===== src/rtl/stack_seq_ctrl.sv =====
// Decode-stage sequencer for CALL/RET/RTI/interrupt stack ops; optional INT_MASK_EN adds int_mask.
// Latency: start at E0, stack ops E1(..E2), then FLUSH_CYCLES flush cycles. Backpressure: stall_in freezes state, masks actions.
// Outputs decode combinationally from registered state; stall is also raised in the IDLE start cycle.
module stack_seq_ctrl #(
  parameter int FLUSH_CYCLES = 1
) (
  input  logic Clk,
  input  logic Rst,
  input  logic call_req,
  input  logic ret_req,
  input  logic rti_req,
  input  logic int_req,
`ifdef INT_MASK_EN
  input  logic int_mask,
`endif
  input  logic stall_in,
  output logic stall,
  output logic push,
  output logic pop,
  output logic push_src,
  output logic pop_dst,
  output logic second_iter,
  output logic flush,
  output logic int_ack,
  output logic busy
);

  typedef enum logic [2:0] {
    S_IDLE,
    S_CALL_PUSH,
    S_RET_POP,
    S_RTI_POP_FLAGS,
    S_RTI_POP_PC,
    S_INT_PUSH_PC,
    S_INT_PUSH_FLAGS,
    S_FLUSH
  } state_t;

  localparam logic [1:0] LP_FLUSH_LOAD = 2'(FLUSH_CYCLES - 1);

  state_t     r_state;
  logic [1:0] r_cnt;
  logic       r_int_pend;
  logic       r_int_seq;
  logic       r_live;
  logic       w_int_go;
  logic       w_start;
  logic       w_go;

`ifdef INT_MASK_EN
  assign w_int_go = r_int_pend & ~int_mask;
`else
  assign w_int_go = r_int_pend;
`endif

  // r_live keeps the first cycle after reset release quiet
  assign w_start = (r_state == S_IDLE) && r_live && !stall_in &&
                   (rti_req || ret_req || call_req || w_int_go);
  assign w_go    = !stall_in;
  assign busy    = (r_state != S_IDLE);

  always_ff @(posedge Clk or negedge Rst) begin
    if (!Rst) begin
      r_state    <= S_IDLE;
      r_cnt      <= 2'd0;
      r_int_pend <= 1'b0;
      r_int_seq  <= 1'b0;
      r_live     <= 1'b0;
    end else begin
      r_live <= 1'b1;
      if (int_req) r_int_pend <= 1'b1;
      case (r_state)
        S_IDLE: begin
          if (r_live && !stall_in) begin
            if (rti_req)       r_state <= S_RTI_POP_FLAGS;
            else if (ret_req)  r_state <= S_RET_POP;
            else if (call_req) r_state <= S_CALL_PUSH;
            else if (w_int_go) begin
              // a same-cycle int_req merges into the one being serviced
              r_state    <= S_INT_PUSH_PC;
              r_int_pend <= 1'b0;
              r_int_seq  <= 1'b1;
            end
          end
        end
        S_RTI_POP_FLAGS: if (w_go) r_state <= S_RTI_POP_PC;
        S_INT_PUSH_PC:   if (w_go) r_state <= S_INT_PUSH_FLAGS;
        S_CALL_PUSH, S_RET_POP, S_RTI_POP_PC, S_INT_PUSH_FLAGS: begin
          if (w_go) begin
            r_state <= S_FLUSH;
            r_cnt   <= LP_FLUSH_LOAD;
          end
        end
        S_FLUSH: begin
          if (w_go) begin
            if (r_cnt == 2'd0) begin
              r_state   <= S_IDLE;
              r_int_seq <= 1'b0;
            end else begin
              r_cnt <= r_cnt - 2'd1;
            end
          end
        end
        default: r_state <= S_IDLE;
      endcase
    end
  end

  always_comb begin
    stall       = 1'b0;
    push        = 1'b0;
    pop         = 1'b0;
    push_src    = 1'b0;
    pop_dst     = 1'b0;
    second_iter = 1'b0;
    flush       = 1'b0;
    int_ack     = 1'b0;
    case (r_state)
      S_IDLE: stall = w_start;
      S_CALL_PUSH: begin
        stall = 1'b1; push = w_go; second_iter = w_go;
      end
      S_RET_POP: begin
        stall = 1'b1; pop = w_go; second_iter = w_go;
      end
      S_RTI_POP_FLAGS: begin
        stall = 1'b1; pop = w_go; pop_dst = 1'b1;
      end
      S_RTI_POP_PC: begin
        stall = 1'b1; pop = w_go; second_iter = w_go;
      end
      S_INT_PUSH_PC: begin
        stall = 1'b1; push = w_go;
      end
      S_INT_PUSH_FLAGS: begin
        stall = 1'b1; push = w_go; push_src = 1'b1; second_iter = w_go;
      end
      S_FLUSH: begin
        stall   = stall_in;
        flush   = w_go;
        int_ack = w_go && r_int_seq && (r_cnt == LP_FLUSH_LOAD);
      end
      default: stall = 1'b0;
    endcase
  end

endmodule


===== config.mk =====
export PLATFORM = sky130hd
export DESIGN_NAME = stack_seq_ctrl
export DESIGN_NICKNAME = d
export VERILOG_FILES = /design/src/rtl/stack_seq_ctrl.sv
export SDC_FILE = /design/constraint.sdc
export NUM_CORES = 1
export LEC_CHECK = 0
export BUFFER_PORTS_ARGS = -buffer_cell sky130_fd_sc_hd__buf_2
export CAP_MARGIN = 30
export CORE_AREA = 2 2 39 41
export DETAILED_ROUTE_END_ITERATION = 10
export DIE_AREA = 0 0 41 43
export GPL_ROUTABILITY_DRIVEN = 0
export HOLD_SLACK_MARGIN = 0.02
export PLACE_DENSITY = 0.73
export RECOVER_POWER = 100
export SKIP_LAST_GASP = 1
export SLEW_MARGIN = 20
export SYNTH_ARGS = -nofsm -noshare
export SYNTH_HDL_FRONTEND = slang
export SYNTH_SLANG_ARGS = --single-unit

===== constraint.sdc =====
create_clock -name Clk -period 1.5 [get_ports Clk]
set_input_delay 0.225 -clock Clk [delete_from_list [all_inputs] [get_ports Clk]]
set_output_delay 0.225 -clock Clk [all_outputs]
set_load 0.01 [all_outputs]

Word-level counts from Yosys, hierarchy flattened
Index checks and enable logic that the tools add are counted.
W data, S select, Z words.
{"block": "classes", "reduce_logical": 22, "mul": 0, "n_div": 0, "n_lt_le_gt_ge": 0, "eq_ne": 19, "muxes": 38, "bitwise": 0, "addsub": 1, "shifts": 0}
{"cell": "$mux W3", "n": 10}
{"cell": "$mux W1", "n": 21}
{"cell": "$ne A2 B2 Y1 const B", "n": 10}
{"cell": "$pmux W3 S5", "n": 1}
{"cell": "$eq A3 B3 Y1 const B", "n": 4}
{"cell": "$reduce_and A8 Y1", "n": 1}
{"cell": "$reduce_and A7 Y1", "n": 1}
{"cell": "$eq A3 B2 Y1 const B", "n": 2}
{"cell": "$logic_and A1 B1 Y1", "n": 6}
{"cell": "$mux W2", "n": 3}
{"cell": "$reduce_or A3 Y1", "n": 2}
{"cell": "$reduce_or A6 Y1", "n": 1}
{"cell": "$ne A5 B5 Y1 const B", "n": 1}
{"cell": "$pmux W2 S2", "n": 1}
{"cell": "$reduce_and A4 Y1", "n": 1}
{"cell": "$reduce_bool A2 Y1", "n": 2}
{"cell": "$reduce_or A4 Y1", "n": 1}
{"cell": "$eq A3 B1 Y1 const B", "n": 1}
{"cell": "$logic_not A3 Y1", "n": 1}
{"cell": "$logic_or A1 B1 Y1", "n": 3}
{"cell": "$pmux W1 S3", "n": 1}
{"cell": "$reduce_bool A3 Y1", "n": 1}
{"cell": "$logic_not A2 Y1", "n": 1}
{"cell": "$ne A2 B1 Y1 const B", "n": 1}
{"cell": "3 further kinds", "n": 3}
{"block": "totals", "ramBits": 0, "elab_cells": 85, "latch_bits": 0, "mem_count": 0, "romBits": 0, "regBits": 8}

Logic depth before layout (Yosys ltp)
{"block": "depth", "ltp_word": 7, "depth_mapped": 5, "mapped_depth_nobuf": 5}

Worst setup path after synthesis
OpenSTA, ideal clock, no wires.
{"block": "synth_path", "path_type": "flip-flop to flip-flop", "start": "register r_cnt[0]", "end": "register r_state[0]", "path_stages_with_launch": 6, "n_path_buf": 0, "path_slack_ns": 0.095, "arrival_time_ns": 1.302, "setup_ns": 0.104, "period_less_slack_ns": 1.405, "cell_sequence": "dfrtp_1 -> inv_1 -> ha_1 -> and3b_1 -> o211a_1 -> o41ai_2"}
{"block": "synth_via", "elab_chain_len": 3}
{"item": "start: declaration", "line_no": "42", "text": "logic [1:0] r_cnt;"}
{"item": "start signal: assignment", "line_no": "100", "text": "r_cnt <= r_cnt - 2'd1;"}
{"item": "$logic_not A2 Y1", "line_no": "96", "text": "if (r_cnt == 2'd0) begin"}
{"item": "$ne A2 B2 Y1 (no line)"}
{"item": "$reduce_and A7 Y1 (no line)"}
{"item": "end signal: assignment", "line_no": "90", "text": "r_state <= S_FLUSH;"}
{"item": "end signal: assignment", "line_no": "97", "text": "r_state <= S_IDLE;"}
{"item": "end signal: assignment", "line_no": "104", "text": "default: r_state <= S_IDLE;"}
{"item": "end: declaration", "line_no": "41", "text": "state_t r_state;"}
No other way between the ends.
A chain may end at the register's enable or synchronous reset.

Final worst setup path
{"block": "layout_path", "start": "register r_int_pend", "end": "output port stall"}
{"block": "layout_via", "elab_chain_len": 3}
{"item": "start: declaration", "line_no": "43", "text": "logic r_int_pend;"}
{"item": "start signal: assignment", "line_no": "66", "text": "r_int_pend <= 1'b0;"}
{"item": "start signal: assignment", "line_no": "71", "text": "if (int_req) r_int_pend <= 1'b1;"}
{"item": "start signal: assignment", "line_no": "81", "text": "r_int_pend <= 1'b0;"}
{"item": "$logic_or A1 B1 Y1", "line_no": "58", "text": "(rti_req || ret_req || call_req || w_int_go);"}
{"item": "$logic_and A1 B1 Y1", "line_no": "57", "text": "assign w_start = (r_state == S_IDLE) && r_live && !stall_in &&"}
{"item": "$pmux W1 S3", "line_no": "118", "text": "case (r_state)"}
{"item": "end: declaration", "line_no": "17", "text": "output logic stall,"}
No other way between the ends.

==> results by group <==
GRT
  • Vias in the first global route: 520
  • Total global-route track usage: 17.7%
  • Wire length of the first global-routing pass: 2130 um
  • Pin count of the biggest net entering global routing: 11
  • Antenna violations before repair: 0
  • Total overflow reported by the global router: 0

Logic synthesis
  • Largest area contributor in the netlist: sky130_fd_sc_hd__dfrtp_1
  • Synth top area share: 35.1%
  • Netlist cell types: 31
  • Number of nets produced by synthesis: 72
  • Main combinational cell family by area after synthesis: simple AND/OR/NAND/NOR gates
  • Area fraction in and, or, nand and nor cells after synthesis: 27.6%
  • Synthesized cell area: 571 um^2
  • Fraction of synthesized area in multiplexers: 1.75%
  • Synth top area cells: sky130_fd_sc_hd__dfrtp_1, sky130_fd_sc_hd__o21ai_0, sky130_fd_sc_hd__nor2_1
  • Part of the Yosys area used for sequential elements: 35.1%
  • Share of the synthesized area in compound gates (AO/OA/AOI/OAI): 24.3%
  • Number of synthesized register bits: 8
  • Adder-cell share of the synthesized area: 2.19%
  • Post-synthesis average cell area: 8.91 um^2
  • Warnings, synthesis: 0
  • Xor-xnor portion of the synthesized cell area: 0%
  • Gate count of the mapped netlist: 64

Floorplan
  • Site row count: 14
  • Area of the core region: 1380 um^2
  • Initial core utilization: 41.2%
  • Die Y: 43 um
  • I/O Pins: 16
  • Die area: 1760 um^2
  • Die Span X: 41 um

Clocking
  • Root Buffer: sky130_fd_sc_hd__clkbuf_4
  • TritonCTS clock tree: built
  • Clock slew seen by the registers of the worst setup and hold paths: 0.05 ns
  • TritonCTS sink count: 8
  • Clock latency on the worst-skew pair: 0.24 ns
  • Number of buffers on the longest clock path: 2
  • CTS buffer count: 3
  • H-tree depth: 1

STA
  • Max Clock Skew: 0.00495 ns
  • Clock period minus worst slack: 1.62 ns
  • Hold slack final: 0.228 ns
  • RSZ-0062 raised after global routing: yes
  • Number of failing hold endpoints at the final stage: 0
  • Final period util: 108%
  • Min setup slack post-route: -0.116 ns
  • Final Max Tran Viols: 0
  • Maximum clock frequency: 619 MHz
  • Setup TNS after final layout: -0.352 ns
  • Setup Viol. Count Final: 7

Worst setup path
  • Largest stage delay, worst path: 0.43 ns
  • Arrival time at the worst endpoint: 1.39 ns
  • Critical path start-end classification: reg2out
  • Kind of launch point of the worst setup path: flip-flop
  • Capturing element type of the critical path: output pin
  • Family with the most delay on the worst path: simple AND/OR/NAND/NOR gates
  • Critical-path top delay cell: sky130_fd_sc_hd__or4_4
  • Cells along the critical path: or4_4, a31oi_4, nor2_1, buf_2
  • Top fanout value on the critical path: 2
  • Number of buffer and inverter instances along the worst setup path: 1
  • Required @ worst endpoint: 1.27 ns

Layout
  • Antenna diode count: 0
  • Fill cells: 121
  • Area overhead of the layout relative to synthesis: 47.1%
  • Share of cells above drive strength 1: 48.5%
  • Commonest non-fill, non-tap cells in the layout: sky130_fd_sc_hd__buf_2, sky130_fd_sc_hd__buf_4, sky130_fd_sc_hd__nor2_1, sky130_fd_sc_hd__o21ai_0
  • Final #Nets: 107

Pwr
  • Gate power share: 58.4%
  • Worst IR drop on VDD: 0.715 mV
  • Clock group share of total power: 12.2%
  • Proportion of power drawn by flip-flops and latches: 29.4%
  • Power density cells: 1510 nW/um^2
  • Share of total power consumed by net switching: 41.1%
  • Internal power consumption: 0.746 mW
  • Sw power: 0.521 mW
  • Leak Pwr: 0.403 nW

Routing
  • Drt drc: 0
  • Drt initial violations: 11
  • Via-to-Cell Ratio: 5.15
  • Routed wire length per instance: 12.6 um
  • Routed via count: 582
  • Aggregate routed wire length: 1430 um
  • Remaining antenna violation count after routing: 0
  • Detailed-router iteration count before antenna repair: 4

Run
  • Max-cap violation count: 0

Place
  • Dpl hpwl: 941 um
  • PortBufs: 15

Outcome
  • Violations in the final reports: setup timing
  • Outcome: finished with violations

Min path
  • Hold/Removal Path Class: in2reg
[Yosys cell counts (all sizes together)]
| master | n |
|---|---|
| or4 | 2 |
| o31ai | 2 |
| a31oi | 1 |
| inv | 6 |
| nor2b | 1 |
| clkbuf | 1 |
| ha | 1 |
| or3 | 2 |
| and3b | 3 |
| nor3 | 3 |
| buf | 3 |
| conb | 1 |
| o2bb2ai | 1 |
| o211a | 1 |
| mux2i | 1 |
| o21a | 2 |
| nand2 | 2 |
| o41ai | 1 |
| o21ai | 7 |
| o32ai | 1 |
| a2bb2oi | 1 |
| or2 | 1 |
| and3 | 1 |
| nor2 | 8 |
| nand3b | 1 |
| nor3b | 1 |
| dfrtp | 8 |
| nand4b | 1 |
[sequential cells by signal (all words and copies together) (netlist names)]
register and flops:
r_cnt 2, r_live 1, r_int_seq 1, r_state 3
r_int_pend 1
[final cells by class]
cell class	instances	area [um^2]	share of cell area (%)
inverter	6	22.5	2.68
sequential	8	204	24.3
clock buffer	3	22.5	2.68
timing repair buffer	34	223	26.5
tap	16	20.0	2.38
multi-input combinational	46	348	41.4
[worst reg2reg max path, delay by kind of cell (launching register included)]
family,cells,cell delay (ns)
flops,1,0.45
compound gates,2,0.22
simple gates,1,0.48
buf+inv,1,0.15
[worst paths after layout]
| path | from | endpoint | slack [ns] | cells past startpoint |
|---|---|---|---|---|
| hold reg to reg | r_int_seq$_DFFE_PN0P_ | r_int_seq$_DFFE_PN0P_ | 0.55 | 1 |
| hold / removal | int_req | r_int_pend$_DFF_PN0_ | 0.23 | 3 |
| max in group asynchronous | Rst | r_state[2]$_DFFE_PN0P_ | 0.76 | 2 |
| setup reg to reg | r_state[0]$_DFFE_PN0P_ | r_state[1]$_DFFE_PN0P_ | 0.07 | 4 |
| min in group asynchronous | Rst | r_cnt[0]$_DFFE_PN0P_ | 0.44 | 2 |
| setup / recovery | r_int_pend$_DFF_PN0_ | stall | -0.12 | 4 |
[power by group through the flow]
| stage | clock (mW) | sequential (mW) | combinational (mW) |
|---|---|---|---|
| global route | 0.176 | 0.381 | 0.818 |
| floorplan | 0 | 0.298 | 0.419 |
| global placement | 0 | 0.362 | 0.521 |
| detailed placement | 0 | 0.367 | 0.529 |
| finish | 0.154 | 0.373 | 0.740 |
| CTS | 0.161 | 0.364 | 0.666 |
[logic make-up after synthesis]
group / count (synthesis)
AND/OR/NAND/NOR: 26
buffers and inverters: 10
adder cells (fa/ha/maj): 1
multiplexers: 1
other: 1
flip-flops: 8
AO/OA/AOI/OAI: 17
[metal layers]
metal	up-vias	track usage [%]	part of all wire, %	routed length [um]
met5	-	0	0	0
met4	0	8.00	0	0
met3	0	1.57	2.6	37
met2	15	29.1	54	768
met1	270	22.1	43	620
li1	297	-	-	-
[per-stage QoR]
step | utilization (%) | std cells | power [mW] | instance area [um^2] | worst slack, ns
after floorplan | - | 64 | 0.717 | 571 | 0.0948
after global placement | 50.6 | 99 | 0.883 | 701 | 0.0142
after detailed placement | 50.6 | 99 | 0.896 | 701 | 0.00189
after CTS | 58.0 | 110 | 1.19 | 802 | -0.134
after global routing | 60.7 | 113 | 1.37 | 840 | -0.188
final | 60.7 | 113 | 1.27 | 840 | -0.116
[repair_timing]
action	in CTS	in global routing
endpoints found under the hold margin	8	0
gates resized for setup	7	9
buffers inserted	7	3
endpoints found under the setup margin	7	7
pin swaps	3	3
hold buffers	1	0
No activity file was read; power rests on OpenSTA's default activity.
